==> src/rtl/klp32_mc_ctrl.sv <==
// klp32_mc_ctrl: multi-cycle control FSM and PC/IR sequencer for the KLP32 core.
// Fetch and load/store share one ready/valid memory port. Control outputs are
// decoded from the registered IR and the FSM state only, so there is never a
// combinational path from mem_rdata to the datapath controls.
// Optional feature: define KLP32_RETIRE_CNT_EN to build the 64-bit retired
// instruction counter on instret; when undefined, instret is constant zero.
module klp32_mc_ctrl #(
  parameter int              XLEN     = 32,
  parameter logic [XLEN-1:0] RESET_PC = '0
) (
  input  logic            clk,
  input  logic            reset,
  output logic            mem_req,
  output logic            mem_we,
  output logic [XLEN-1:0] mem_addr,
  input  logic            mem_ready,
  input  logic [XLEN-1:0] mem_rdata,
  input  logic [XLEN-1:0] alu_out,
  input  logic            BrEq,
  input  logic            BrLT,
  output logic [XLEN-1:0] pc_out,
  output logic [31:0]     ir_out,
  output logic            RegWEn,
  output logic            ALUsrc1,
  output logic            ALUsrc2,
  output logic            BrUn,
  output logic            ldU,
  output logic [2:0]      immSel,
  output logic [3:0]      aluSel,
  output logic [1:0]      wb_select,
  output logic            halted,
  output logic [63:0]     instret
);

  typedef enum logic [2:0] {
    S_FETCH  = 3'd0,
    S_DECODE = 3'd1,
    S_EXEC   = 3'd2,
    S_MEM    = 3'd3,
    S_WB     = 3'd4,
    S_HALT   = 3'd5
  } state_t;

  localparam logic [6:0] OPC_LUI    = 7'b0110111;
  localparam logic [6:0] OPC_AUIPC  = 7'b0010111;
  localparam logic [6:0] OPC_JAL    = 7'b1101111;
  localparam logic [6:0] OPC_JALR   = 7'b1100111;
  localparam logic [6:0] OPC_BRANCH = 7'b1100011;
  localparam logic [6:0] OPC_LOAD   = 7'b0000011;
  localparam logic [6:0] OPC_STORE  = 7'b0100011;
  localparam logic [6:0] OPC_OPIMM  = 7'b0010011;
  localparam logic [6:0] OPC_OP     = 7'b0110011;
  localparam logic [6:0] OPC_MISC   = 7'b0001111;

  localparam logic [2:0] IMM_I = 3'd0;
  localparam logic [2:0] IMM_S = 3'd1;
  localparam logic [2:0] IMM_B = 3'd2;
  localparam logic [2:0] IMM_U = 3'd3;
  localparam logic [2:0] IMM_J = 3'd4;

  localparam logic [1:0] WB_MEM = 2'd0;
  localparam logic [1:0] WB_ALU = 2'd1;
  localparam logic [1:0] WB_PC4 = 2'd2;

  localparam logic [31:0]     NOP     = 32'h0000_0013;
  localparam logic [XLEN-1:0] PC_STEP = XLEN'(4);

  state_t          state_q, state_d;
  logic [XLEN-1:0] pc_q, pc_d;
  logic [31:0]     ir_q, ir_d;
  logic            taken_q, taken_d;

  logic [6:0]      opcode;
  logic [2:0]      funct3;
  logic            is_jal, is_jalr, is_branch, is_load, is_store, writes_rd;
  logic            ctrl_active;
  logic [XLEN-1:0] pc_plus4;
  logic [XLEN-1:0] next_pc;

  // RV32I base encodings this sequencer executes. SYSTEM (ECALL, EBREAK and
  // CSR accesses) is deliberately absent so it lands in HALT with the rest.
  function automatic logic insn_legal(input logic [31:0] insn);
    logic [6:0] op;
    logic [2:0] f3;
    logic [6:0] f7;
    logic       ok;
    op = insn[6:0];
    f3 = insn[14:12];
    f7 = insn[31:25];
    ok = 1'b0;
    case (op)
      OPC_LUI, OPC_AUIPC, OPC_JAL: ok = 1'b1;
      OPC_JALR:   ok = (f3 == 3'b000);
      OPC_BRANCH: ok = (f3 != 3'b010) && (f3 != 3'b011);
      OPC_LOAD:   ok = (f3 != 3'b011) && (f3 != 3'b110) && (f3 != 3'b111);
      OPC_STORE:  ok = (f3 == 3'b000) || (f3 == 3'b001) || (f3 == 3'b010);
      OPC_OPIMM: begin
        case (f3)
          3'b001:  ok = (f7 == 7'h00);
          3'b101:  ok = (f7 == 7'h00) || (f7 == 7'h20);
          default: ok = 1'b1;
        endcase
      end
      OPC_OP:   ok = (f7 == 7'h00) ||
                     ((f7 == 7'h20) && ((f3 == 3'b000) || (f3 == 3'b101)));
      OPC_MISC: ok = (f3 == 3'b000);
      default:  ok = 1'b0;
    endcase
    return ok;
  endfunction

  // Branch condition; BrLT already reflects signedness chosen through BrUn.
  function automatic logic branch_taken(input logic [2:0] f3, input logic eq,
                                        input logic lt);
    logic t;
    case (f3)
      3'b000:          t = eq;
      3'b001:          t = !eq;
      3'b100, 3'b110:  t = lt;
      3'b101, 3'b111:  t = !lt;
      default:         t = 1'b0;
    endcase
    return t;
  endfunction

  assign opcode    = ir_q[6:0];
  assign funct3    = ir_q[14:12];
  assign is_jal    = (opcode == OPC_JAL);
  assign is_jalr   = (opcode == OPC_JALR);
  assign is_branch = (opcode == OPC_BRANCH);
  assign is_load   = (opcode == OPC_LOAD);
  assign is_store  = (opcode == OPC_STORE);
  assign writes_rd = (opcode == OPC_OP)  || (opcode == OPC_OPIMM) || is_load ||
                     (opcode == OPC_LUI) || (opcode == OPC_AUIPC) || is_jal  ||
                     is_jalr;

  // Datapath controls stay valid from DECODE through WB so alu_out still
  // carries the branch/jump target when the PC is written in WB.
  assign ctrl_active = (state_q == S_DECODE) || (state_q == S_EXEC) ||
                       (state_q == S_MEM)    || (state_q == S_WB);

  assign pc_out = pc_q;
  assign ir_out = ir_q;
  assign halted = (state_q == S_HALT);

  // Decode the latched instruction into ALU, immediate and writeback selects.
  always_comb begin
    ALUsrc1   = 1'b0;
    ALUsrc2   = 1'b0;
    BrUn      = 1'b0;
    ldU       = 1'b0;
    immSel    = IMM_I;
    aluSel    = 4'b0000;
    wb_select = WB_MEM;
    if (ctrl_active) begin
      wb_select = WB_ALU;
      case (opcode)
        OPC_OP: begin
          aluSel = {ir_q[30], funct3};
        end
        OPC_OPIMM: begin
          ALUsrc2 = 1'b1;
          aluSel  = {(funct3 == 3'b101) ? ir_q[30] : 1'b0, funct3};
        end
        OPC_LUI: begin
          ALUsrc2 = 1'b1;
          immSel  = IMM_U;
        end
        OPC_AUIPC: begin
          ALUsrc1 = 1'b1;
          ALUsrc2 = 1'b1;
          immSel  = IMM_U;
        end
        OPC_JAL: begin
          ALUsrc1   = 1'b1;
          ALUsrc2   = 1'b1;
          immSel    = IMM_J;
          wb_select = WB_PC4;
        end
        OPC_JALR: begin
          ALUsrc2   = 1'b1;
          wb_select = WB_PC4;
        end
        OPC_BRANCH: begin
          ALUsrc1 = 1'b1;
          ALUsrc2 = 1'b1;
          immSel  = IMM_B;
          BrUn    = funct3[1];
        end
        OPC_LOAD: begin
          ALUsrc2   = 1'b1;
          ldU       = funct3[2];
          wb_select = WB_MEM;
        end
        OPC_STORE: begin
          ALUsrc2 = 1'b1;
          immSel  = IMM_S;
        end
        default: begin
          ALUsrc2 = 1'b1;
        end
      endcase
    end
  end

  // Next sequential PC: JALR clears bit 0, taken branch/JAL use the ALU target.
  always_comb begin
    pc_plus4 = pc_q + PC_STEP;
    if (is_jalr) begin
      next_pc = {alu_out[XLEN-1:1], 1'b0};
    end else if (is_jal || (is_branch && taken_q)) begin
      next_pc = alu_out;
    end else begin
      next_pc = pc_plus4;
    end
  end

  // Next-state logic, IR/PC capture and memory-port drive.
  always_comb begin
    state_d  = state_q;
    pc_d     = pc_q;
    ir_d     = ir_q;
    taken_d  = taken_q;
    mem_req  = 1'b0;
    mem_we   = 1'b0;
    mem_addr = pc_q;
    RegWEn   = 1'b0;
    case (state_q)
      S_FETCH: begin
        mem_req = 1'b1;
        if (mem_ready) begin
          ir_d    = mem_rdata[31:0];
          state_d = S_DECODE;
        end
      end
      S_DECODE: begin
        state_d = insn_legal(ir_q) ? S_EXEC : S_HALT;
      end
      S_EXEC: begin
        taken_d = is_branch && branch_taken(funct3, BrEq, BrLT);
        state_d = (is_load || is_store) ? S_MEM : S_WB;
      end
      S_MEM: begin
        mem_req  = 1'b1;
        mem_we   = is_store;
        mem_addr = alu_out;
        if (mem_ready) begin
          state_d = S_WB;
        end
      end
      S_WB: begin
        RegWEn = writes_rd;
        if (next_pc[1:0] != 2'b00) begin
          state_d = S_HALT;
        end else begin
          pc_d    = next_pc;
          state_d = S_FETCH;
        end
      end
      S_HALT: begin
        state_d = S_HALT;
      end
      default: begin
        state_d = S_HALT;
      end
    endcase
    // A request in flight is dropped immediately so a pending store never
    // completes once reset is seen.
    if (reset) begin
      mem_req = 1'b0;
      mem_we  = 1'b0;
    end
  end

  // State, PC, IR and branch-outcome registers.
  always_ff @(posedge clk) begin
    if (reset) begin
      state_q <= S_FETCH;
      pc_q    <= RESET_PC;
      ir_q    <= NOP;
      taken_q <= 1'b0;
    end else begin
      state_q <= state_d;
      pc_q    <= pc_d;
      ir_q    <= ir_d;
      taken_q <= taken_d;
    end
  end

`ifdef KLP32_RETIRE_CNT_EN
  logic [63:0] instret_q, instret_d;

  // One count per WB cycle; HALT never passes through WB so it freezes.
  always_comb begin
    instret_d = instret_q;
    if (state_q == S_WB) begin
      instret_d = instret_q + 64'd1;
    end
  end

  // Retired-instruction counter register.
  always_ff @(posedge clk) begin
    if (reset) begin
      instret_q <= 64'd0;
    end else begin
      instret_q <= instret_d;
    end
  end

  assign instret = instret_q;
`else
  assign instret = 64'd0;
`endif

endmodule

==> config.mk <==
export PLATFORM = sky130hd
export DESIGN_NAME = klp32_mc_ctrl
export DESIGN_NICKNAME = d
export VERILOG_FILES = /design/src/rtl/klp32_mc_ctrl.sv
export SDC_FILE = /design/constraint.sdc
export NUM_CORES = 1
export LEC_CHECK = 0
export CORE_AREA = 3 3 109 111
export DETAILED_ROUTE_END_ITERATION = 6
export DIE_AREA = 0 0 112 114
export PLACE_DENSITY = 0.95
export SYNTH_ARGS = -nofsm -noshare
export SYNTH_HDL_FRONTEND = slang
export SYNTH_SLANG_ARGS = --single-unit
==> constraint.sdc <==
create_clock -name clk -period 6.4 [get_ports clk]
set_input_delay 1.6 -clock clk [delete_from_list [all_inputs] [get_ports clk]]
set_output_delay 1.6 -clock clk [all_outputs]
set_load 0.01 [all_outputs]
* Yosys cells after proc, flatten, opt, wreduce, memory -nomap -nowiden
Index checks and enable logic that the tools add are counted.
Word-level totals: register bits after elaboration 68, latch bits 0, bits in writable memories 0, ROM bits 0, input port bits 69, output and inout port bits 177, memories kept 0
Operators by class: add/subtract/negate cells 1, $mul 0, div/mod/pow operators 0, order comparisons 0, equality and inequality tests 28, shifts and indexed selects 0, muxes and demuxes 34, bitwise logic cells 1, reduce and logical (&&, ||, !) cells 39
Operators by type and width (number):
- $mux 32 | 3
- $add 32x3->32 const B | 1
- $eq 7x6->1 const B | 4
- $eq 7x7->1 const B | 3
- $eq 3x3->1 const B | 6
- $mux 3 | 6
- $logic_or 1x1->1 | 16
- $mux 1 | 16
- $pmux 3 s5 | 1
- $eq 7x5->1 const B | 2
- $pmux 3 s4 | 1
- $reduce_or 2->1 | 6
- $eq 3x2->1 const B | 3
- $pmux 4 s2 | 1
- $eq 7x2->1 const B | 1
- $eq 7x4->1 const B | 1
- $logic_not 7->1 | 1
- $pmux 1 s7 | 1
- $eq 3x1->1 const B | 2
- $logic_and 1x1->1 | 6
- $logic_not 3->1 | 2
- $ne 3x2->1 const B | 2
- $ne 3x3->1 const B | 2
- $reduce_and 2->1 | 3
- 10 further kinds | 13

* Logic depth before layout (Yosys ltp)
Gate-level depths: netlist of the first run.
depth in word-level cells 8, gate-level depth with buffers 8, mapped depth without buffers 7

* Worst setup path before layout of the first run
No wires, ideal clock.
kind input-to-output, start in reset, end out mem_req, arrival time 2.437 ns, required time 4.800 ns, setup slack 2.363 ns, cell stages on the path 3, path through clkbuf_1 > clkbuf_1 > nor4_1
Between the ends: word-level cells in the longest chain between the ends 1
Ends and longest elaborated chain:
- from (decl) | line 12 | input logic reset,
- $mux 1 | line 269 | if (reset) begin
- to (decl) | line 13 | output logic mem_req,
Every way passes these cells.

* Worst setup path in the final report of the first run
start in alu_out[9], end out mem_addr[9]
Between the ends: word-level cells in the longest chain between the ends 1
Ends and longest elaborated chain:
- from (decl) | line 18 | input logic [XLEN-1:0] alu_out,
- $mux 32 | line 228 | case (state_q)
- to (decl) | line 15 | output logic [XLEN-1:0] mem_addr,
Every way passes these cells.

==> impl_metrics.toml, run 1 <==
[route]
drt-initial-drc-count = 356
antenna_left = 0
highest_layer = "met4"
avgViaCountPerCell = 5.39
remaining_drc_errors = 0
vias = 4946
dr.pass1.iters = 5
wl_met3_mm = 1.05
drt-wirelength-per-cell_um = 16.1
wl_met2_mm = 7.30
totalWireLength_mm = 14.7
wl_met1_mm = 5.90

[logic_synthesis]
syn_inst = 614
syn_area_mm2 = 0.00466
yosysSeqAreaShare_pct = 29.2
ys.flop_type = "dfxtp_1"
syn_avg_cell_area_um2 = 7.60
synth-edff-count = 0
yosysUniqueCellTypes = 67
async_reset_ff_share_pct = 0
ys_seq_elements = 68
yosys_warnings = 0

[sta]
final.min_clock_period_ns = 4.44
final-setup-viol-count = 0
setup_tns_ns = 0
fin_crit_sh_pct = 69.4
max_freq_mhz = 225
rsz0062_at_grt = "no"
maxSlewViolCount = 0
fin_skew_ns = 0.0122
timing.final.ws_setup_ns = 1.96
hold_viol_final = 0
worst_pin_slew_ns = 0.767
timing.slew.headroom_pct = 48.9
worst_hold_slack_ns = 0.460

[power]
ir_worst_vdd_mv = 0.135
power_mw = 1.43
leakage_nw = 2.41
p_per_area_mw_per_mm2 = 220

[finish]
final_area_mm2 = 0.00651
layout_commonest_cell = "clkdlybuf4s50_1"
layout_common_cells = "clkdlybuf4s50_1 (180), nand2_1 (106), dfxtp_1 (68)"
multi_input_area_mm2 = 0.00286
drive_gt1_share_pct = 10.1
register_area_mm2 = 0.00136
fill_cells = 925
area_delta_synth_final_pct = 39.6
final_nets = 841

[worst_setup_path]
worstSetupEndpointType = "output port"
crit_arrival_ns = 2.84
worst-setup-path-type = "input pin to output port"
reg2reg_slack_ns = 3.47
cp-start-kind = "input pin"
cp_max_fo = 2
required_ns = 4.80

[floorplanning]
initial_core_util_pct = 42.8
core_area_mm2 = 0.0109
dieArea_mm2 = 0.0128
die_h_um = 114
die_w_um = 112
ios = 246
rows = 38

[clock_tree]
clockRootBuffer = "clkbuf_8"
cts_hold_buf = 0
cts_made_buffers = 9
cts_resized = 0
htree_levels = 3
clk_path_buf_depth = 2
cts.sinks = 68
path_clk_slew_ns = 0.08
cts_setup_buffers = 0
clock_latency_ns = 0.34
cts_tree = "built"

[placement]
gp_congestion = 0.873
dpl_cell_area_mm2 = 0.00629
portBuffers = 181
place_hpwl_mm = 10.7
place_ws_ns = 1.96

[global_route]
grt_pass1_vias = 4513
grt_overflow_total = 0
track_usage_pct = 21.5
grt_pass1_wl_mm = 22.7
antenna_found_initial = 1
grt_max_degree = 61

[run]
drv_cap = 0

[min_path]
hold_class = "flip-flop to flip-flop"

[outcome]
status = "finished, final reports clean"
[critical path: stages]
cell             delay [ns]
clkdlybuf4s50_1        0.47
mux2_2                 0.28
clkdlybuf4s50_1        0.49
[report_power, final]
group / switching (mW) / internal, mW
Sequential: 0.0674 / 0.464
Combinational: 0.263 / 0.234
Clock: 0.181 / 0.221
[worst paths after layout]
| check | start | to | depth (start not counted) |
|---|---|---|---|
| worst max-delay path | alu_out[9] | mem_addr[9] | 3 |
| worst min-delay path | ir_out[15] | ir_out[15] | 2 |
| worst max register to register | ir_out[2] | pc_out[31] | 6 |
| worst min register to register | ir_out[15] | ir_out[15] | 2 |
[metrics by stage]
stage,util [%],instances
detailed placement,57.8,900
global placement,57.8,900
finish,59.8,917
floorplan,-,677
CTS,59.8,916
global route,59.8,917
[kinds of logic after synthesis]
family,count (synthesis),share of synthesized area [%]
buffers and inverters,114,15.1
other,1,0.0804
AOI/OAI and AO/OA,150,21.8
DFF,68,29.2
and+or+nand+nor,244,25.1
muxes,33,7.94
adders and majority gates,1,0.268
xor gates and xnor gates,3,0.563
[registers in the layout, indices dropped and copies added, names as in the netlist]
register  flops
state_q       3
ir_out       32
taken_q       1
pc_out       32
[Yosys cell counts (all sizes together), types with 3 or more instances]
master     n  area (µm²)
clkbuf    29         110
o22ai      5        45.0
nand2    106         398
and3      11        68.8
a2bb2oi    3        26.3
buf       76         561
o31ai      4        30.0
o21ai     28         140
inv        9        33.8
nor4       7        58.8
or3        5        31.3
nand3     21         105
a211oi    15         163
o32ai      3        26.3
nand4      9        56.3
and2       6        37.5
a21oi     62         310
nor2      40         150
nand3b     4        30.0
a32o       4        40.0
mux2      32         360
nor2b      3        18.8
dfxtp     68        1360
a22oi      3        22.5
nor3      14        70.1
[per-layer routing]
layer | global-route usage [%] | vias up
met5 | 0 | -
met2 | 37.1 | 235
li1 | - | 2373
met4 | 9.38 | 0
met3 | 2.86 | 39
met1 | 26.9 | 2299
[area by class of cell]
class	count	share of cell area, %
Sequential cell	68	20.9
Tap cell	140	2.69
Multi-Input combinational cell	495	43.9
Inverter	9	0.519
Antenna cell	1	0.0384
Timing Repair Buffer	188	28.5
Clock inverter	7	1.52
Clock buffer	9	1.90
No activity file was read; power rests on OpenSTA's default activity.
==> inputs of run 2 (changes only) <==
- CORE_AREA: 3 3 109 111 -> 3 3 112 114
- DIE_AREA: 0 0 112 114 -> 0 0 115 117
- PLACE_DENSITY: 0.95 -> 0.91
- clock period: 6.4 -> 4.2 ns (I/O delays scaled with it)
==> impl_metrics.toml, run 2 (synthesized netlist as in run 1, its figures left out) <==
[outcome]
status = "finished, final reports clean"

[clock_tree]
cts_made_buffers = 9
cts_hold_buf = 0
cts_resized = 0
cts_setup_buffers = 0
cts.sinks = 68
clock_latency_ns = 0.32
clockRootBuffer = "clkbuf_16"
cts_tree = "built"
clk_path_buf_depth = 2
htree_levels = 3
path_clk_slew_ns = 0.06

[global_route]
antenna_found_initial = 0
grt_overflow_total = 0
grt_pass1_wl_mm = 22.1
grt_max_degree = 61
track_usage_pct = 20.1
grt_pass1_vias = 4290

[placement]
gp_congestion = 0.856
portBuffers = 181
dpl.cell_count = 905
place_hpwl_mm = 10.5
place_ws_ns = 0.688

[worst_setup_path]
ff2ff_path_depth = 7
worst-setup-path-type = "flip-flop to output port"
crit_arrival_ns = 2.57
cp_max_fo = 31
cp-start-kind = "flip-flop"
worstSetupEndpointType = "output port"
required_ns = 3.15

[finish]
post-route-util_pct = 57.8
final_nets = 843
final_cells = 921
layout_commonest_cell = "clkdlybuf4s50_1"
layout_common_cells = "clkdlybuf4s50_1 (180), nand2_1 (106), dfxtp_1 (68)"
area_delta_synth_final_pct = 42.7
drive_gt1_share_pct = 10.3
n_antenna_cell = 0

[route]
totalWireLength_mm = 14.4
dr.pass1.iters = 5
drt-initial-drc-count = 376
avgViaCountPerCell = 5.30
drt-wirelength-per-cell_um = 15.6
antenna_left = 0
vias = 4880
remaining_drc_errors = 0

[power]
ir_worst_vdd_mv = 0.226
leakage_nw = 2.47
p_per_area_mw_per_mm2 = 361

[sta]
fin_skew_ns = 0.0128
timing.final.ws_setup_ns = 0.580
final-setup-viol-count = 0
timing.slew.headroom_pct = 48.0
maxSlewViolCount = 0
setup_tns_ns = 0
max_freq_mhz = 276
worst_pin_slew_ns = 0.780
final.min_clock_period_ns = 3.62
hold_viol_final = 0
rsz0062_at_grt = "no"
fin_crit_sh_pct = 86.2

[floorplanning]
rows = 39
dieArea_mm2 = 0.0135
die_h_um = 117
core_area_mm2 = 0.0115
die_w_um = 115
initial_core_util_pct = 40.5
ios = 246

[min_path]
whs_path_depth = 2
hold_class = "flip-flop to flip-flop"

[run]
drv_cap = 0
run 2: changes by cell type in the layout (fill, tap and decap cells not counted), sizes merged:
cell / before / now
clkinv: 3 / 1
buf: 8 / 10
inv: 10 / 9
clkinvlp: 1 / 2
clkbuf: 9 / 11
diode: 1 / 0
run 2: stage by stage:
step | instance area, µm² | hold WS [ns] | power [mW]
2_1_floorplan | 4900 | 0.466 | 1.27
3_3_place_gp | 6320 | 0.442 | 1.57
3_5_place_dp | 6320 | 0.446 | 1.57
4_1_cts | 6660 | 0.454 | 2.42
5_1_grt | 6660 | 0.469 | 2.53
6_report | 6660 | 0.454 | 2.41
run 2: layer usage:
| layer | vias up | global-route usage [%] | part of all wire (%) |
|---|---|---|---|
| met5 | - | 0 | 0 |
| met4 | 0 | 6.49 | 1.6 |
| met3 | 17 | 3.29 | 5.4 |
| met2 | 187 | 32.9 | 50 |
| met1 | 2299 | 27.1 | 43 |
| li1 | 2377 | - | - |
run 2: where the power goes:
| part | switching, mW | internal [mW] | leakage, nW | total, mW |
|---|---|---|---|---|
| clock network | 0.286 | 0.553 | 0.158 | 0.839 |
| logic | 0.403 | 0.365 | 1.76 | 0.768 |
| registers | 0.0901 | 0.709 | 0.553 | 0.799 |
run 2: layout make-up:
cell class              instances  area, µm²
clock buffers                  11        253
clock inverters                 5       83.8
fillers                      1017       4860
inverters                       9       33.8
multi-input cells             495       2860
flip-flops and latches         68       1360
well taps                     143        179
repair buffers                190       1890
run 2: final timing paths:
check,from,to,slack [ns]
hold / removal,ir_out[8],ir_out[8],0.45
hold reg to reg,ir_out[8],ir_out[8],0.45
setup reg to reg,ir_out[2],pc_out[8],1.68
setup / recovery,state_q[2],mem_addr[10],0.58
run 2: worst max-delay path: stages (launching register included):
cell	delay, ns
dfxtp_1	0.66
nand3b_1	0.28
buf_4	0.42
mux2_2	0.39
clkdlybuf4s50_1	0.48
==> patch: new RTL, flow settings as in run 1 <==
Set the parameter `XLEN` to 36 (it was 32).
--- a/src/rtl/klp32_mc_ctrl.sv
+++ b/src/rtl/klp32_mc_ctrl.sv
@@ -5,7 +5,7 @@
 // Optional feature: define KLP32_RETIRE_CNT_EN to build the 64-bit retired
 // instruction counter on instret; when undefined, instret is constant zero.
 module klp32_mc_ctrl #(
-  parameter int              XLEN     = 32,
+  parameter int              XLEN     = 36,
   parameter logic [XLEN-1:0] RESET_PC = '0
 ) (
   input  logic            clk,
Ports: changed (resized alu_out, mem_addr, mem_rdata and pc_out); port bits go from 246 to 262. No check against the original RTL was run, so the function may have changed too.
==> patch against run 1 <==
Count of clock-buffer cells in the layout stayed put; area after synthesis is 6.0% higher; critical path depth stayed put; sequential power is 8.6% higher; sequential cell count is 4 higher; setup slack better by 0.019 ns; hold slack hardly changed; critical endpoint is now mem_addr[8]; global-route usage is 2.2 points higher; largest cell class unchanged; power is 17% higher; cell area is 6.1% higher; routed wire length is 8.2% higher.
==> patch: results (changes against run 1) <==
metric,value,unit,change
leakage power,0.00251,uW,+4.3%
via count,5354,,+8.2%
pre-CTS setup slack,1.97,ns,+0.0149 ns
r2r endpoint,pc_out[10],,
Post-synth top cells,"117 x nand2_1, 79 x a21oi_1, 72 x dfxtp_1, 65 x buf_4, 44 x clkbuf_1",,
first-pass GRT wire length,25100,um,+11%
share of layout cells above drive strength 1,8.61,%,-1.4 points
hold_ws,0.460,ns,-0.000451 ns
Worst Clk Skew,0.0115,ns,-0.000768 ns
Switching Fraction,36.8,%,+1.1 points
"reg-to-reg slack, setup",2.79,ns,-0.68 ns
Total GRT Usage,23.6,%,+2.2 points
Total Wirelength,15900,um,+8.2%
Synth area leaders,"dfxtp_1 29%, buf_4 9.9%, nand2_1 8.9%",,
# nets final,909,,+8.1%
worst reg2reg path startpoint,ir_out[5],,
status,"finished, final reports clean",,
number of diodes,0,,-1
Post-Place Cell Area,6670,um^2,+6.0%
min-delay src,ir_out[9],,
Worst Hold Endpoint,ir_out[9],,
"Arr. time, crit path",2.82,ns,-0.02 ns
placed cell count,960,,+6.7%
reg2reg path depth,8,,+2
number of distinct library cells after synthesis,63,,-6.0%
DP HPWL,11400,um,+7.1%
Iteration-0 DRC Markers,473,,+33%
largest net degree at the start of global routing,72,,+18%
GP Congestion,0.928,,+6.4%
register area share after synthesis,29.2,%,about the same
==> patch: area by class of cell <==
| cell class | instances | area share [%] |
|---|---|---|
| sequential | 72 | 20.9 |
| multi-input combinational | 541 | 44.1 |
| timing repair buffer | 200 | 28.6 |
| clock buffer | 9 | 1.79 |
| clock inverter | 7 | 1.74 |
| inverter | 7 | 0.380 |
| tap | 140 | 2.53 |
==> patch: worst max-delay path, cell delays in order <==
cell,delay (ns)
clkdlybuf4s50_1,0.45
mux2_2,0.28
clkdlybuf4s50_1,0.49
==> patch: routing by layer <==
layer,wire length [um],part of all wire (%),up-vias,GRT usage [%]
li1,-,-,2588,-
met1,6240,39,2486,29.8
met2,8070,51,246,40.0
met3,1200,7.5,34,4.35
met4,420,2.6,0,9.62
met5,0,0,-,0
==> patch: power groups by stage <==
stage	sequential, uW	clock [uW]	combinational [uW]
after floorplan	566	0	397
after global placement	584	0	627
after detailed placement	585	0	639
after CTS	576	456	647
after global routing	588	474	706
final	578	449	646
==> patch: worst max path at each step <==
stage | from | endpoint | slack, ns | depth (start not counted)
floorplan | reset | mem_we | 2.70 | 2
global placement | alu_out[29] | mem_addr[29] | 1.99 | 3
detailed placement | alu_out[8] | mem_addr[8] | 1.97 | 3
CTS | alu_out[8] | mem_addr[8] | 1.97 | 3
global route | alu_out[29] | mem_addr[29] | 1.95 | 3
finish | alu_out[8] | mem_addr[8] | 1.98 | 3
==> patch: cell families (layout without fill, tap and decap cells) <==
group           count (synthesis)  after routing  synth area share (%)
buf+inv                       122            223                  14.3
flops                          72             72                  29.2
simple gates                  258            258                  24.9
mux                            38             38                  8.61
other cells                     1             64                0.0759
fa+ha+maj                       1              1                 0.253
compound gates                176            176                  22.0
xor+xnor                        4              4                 0.709
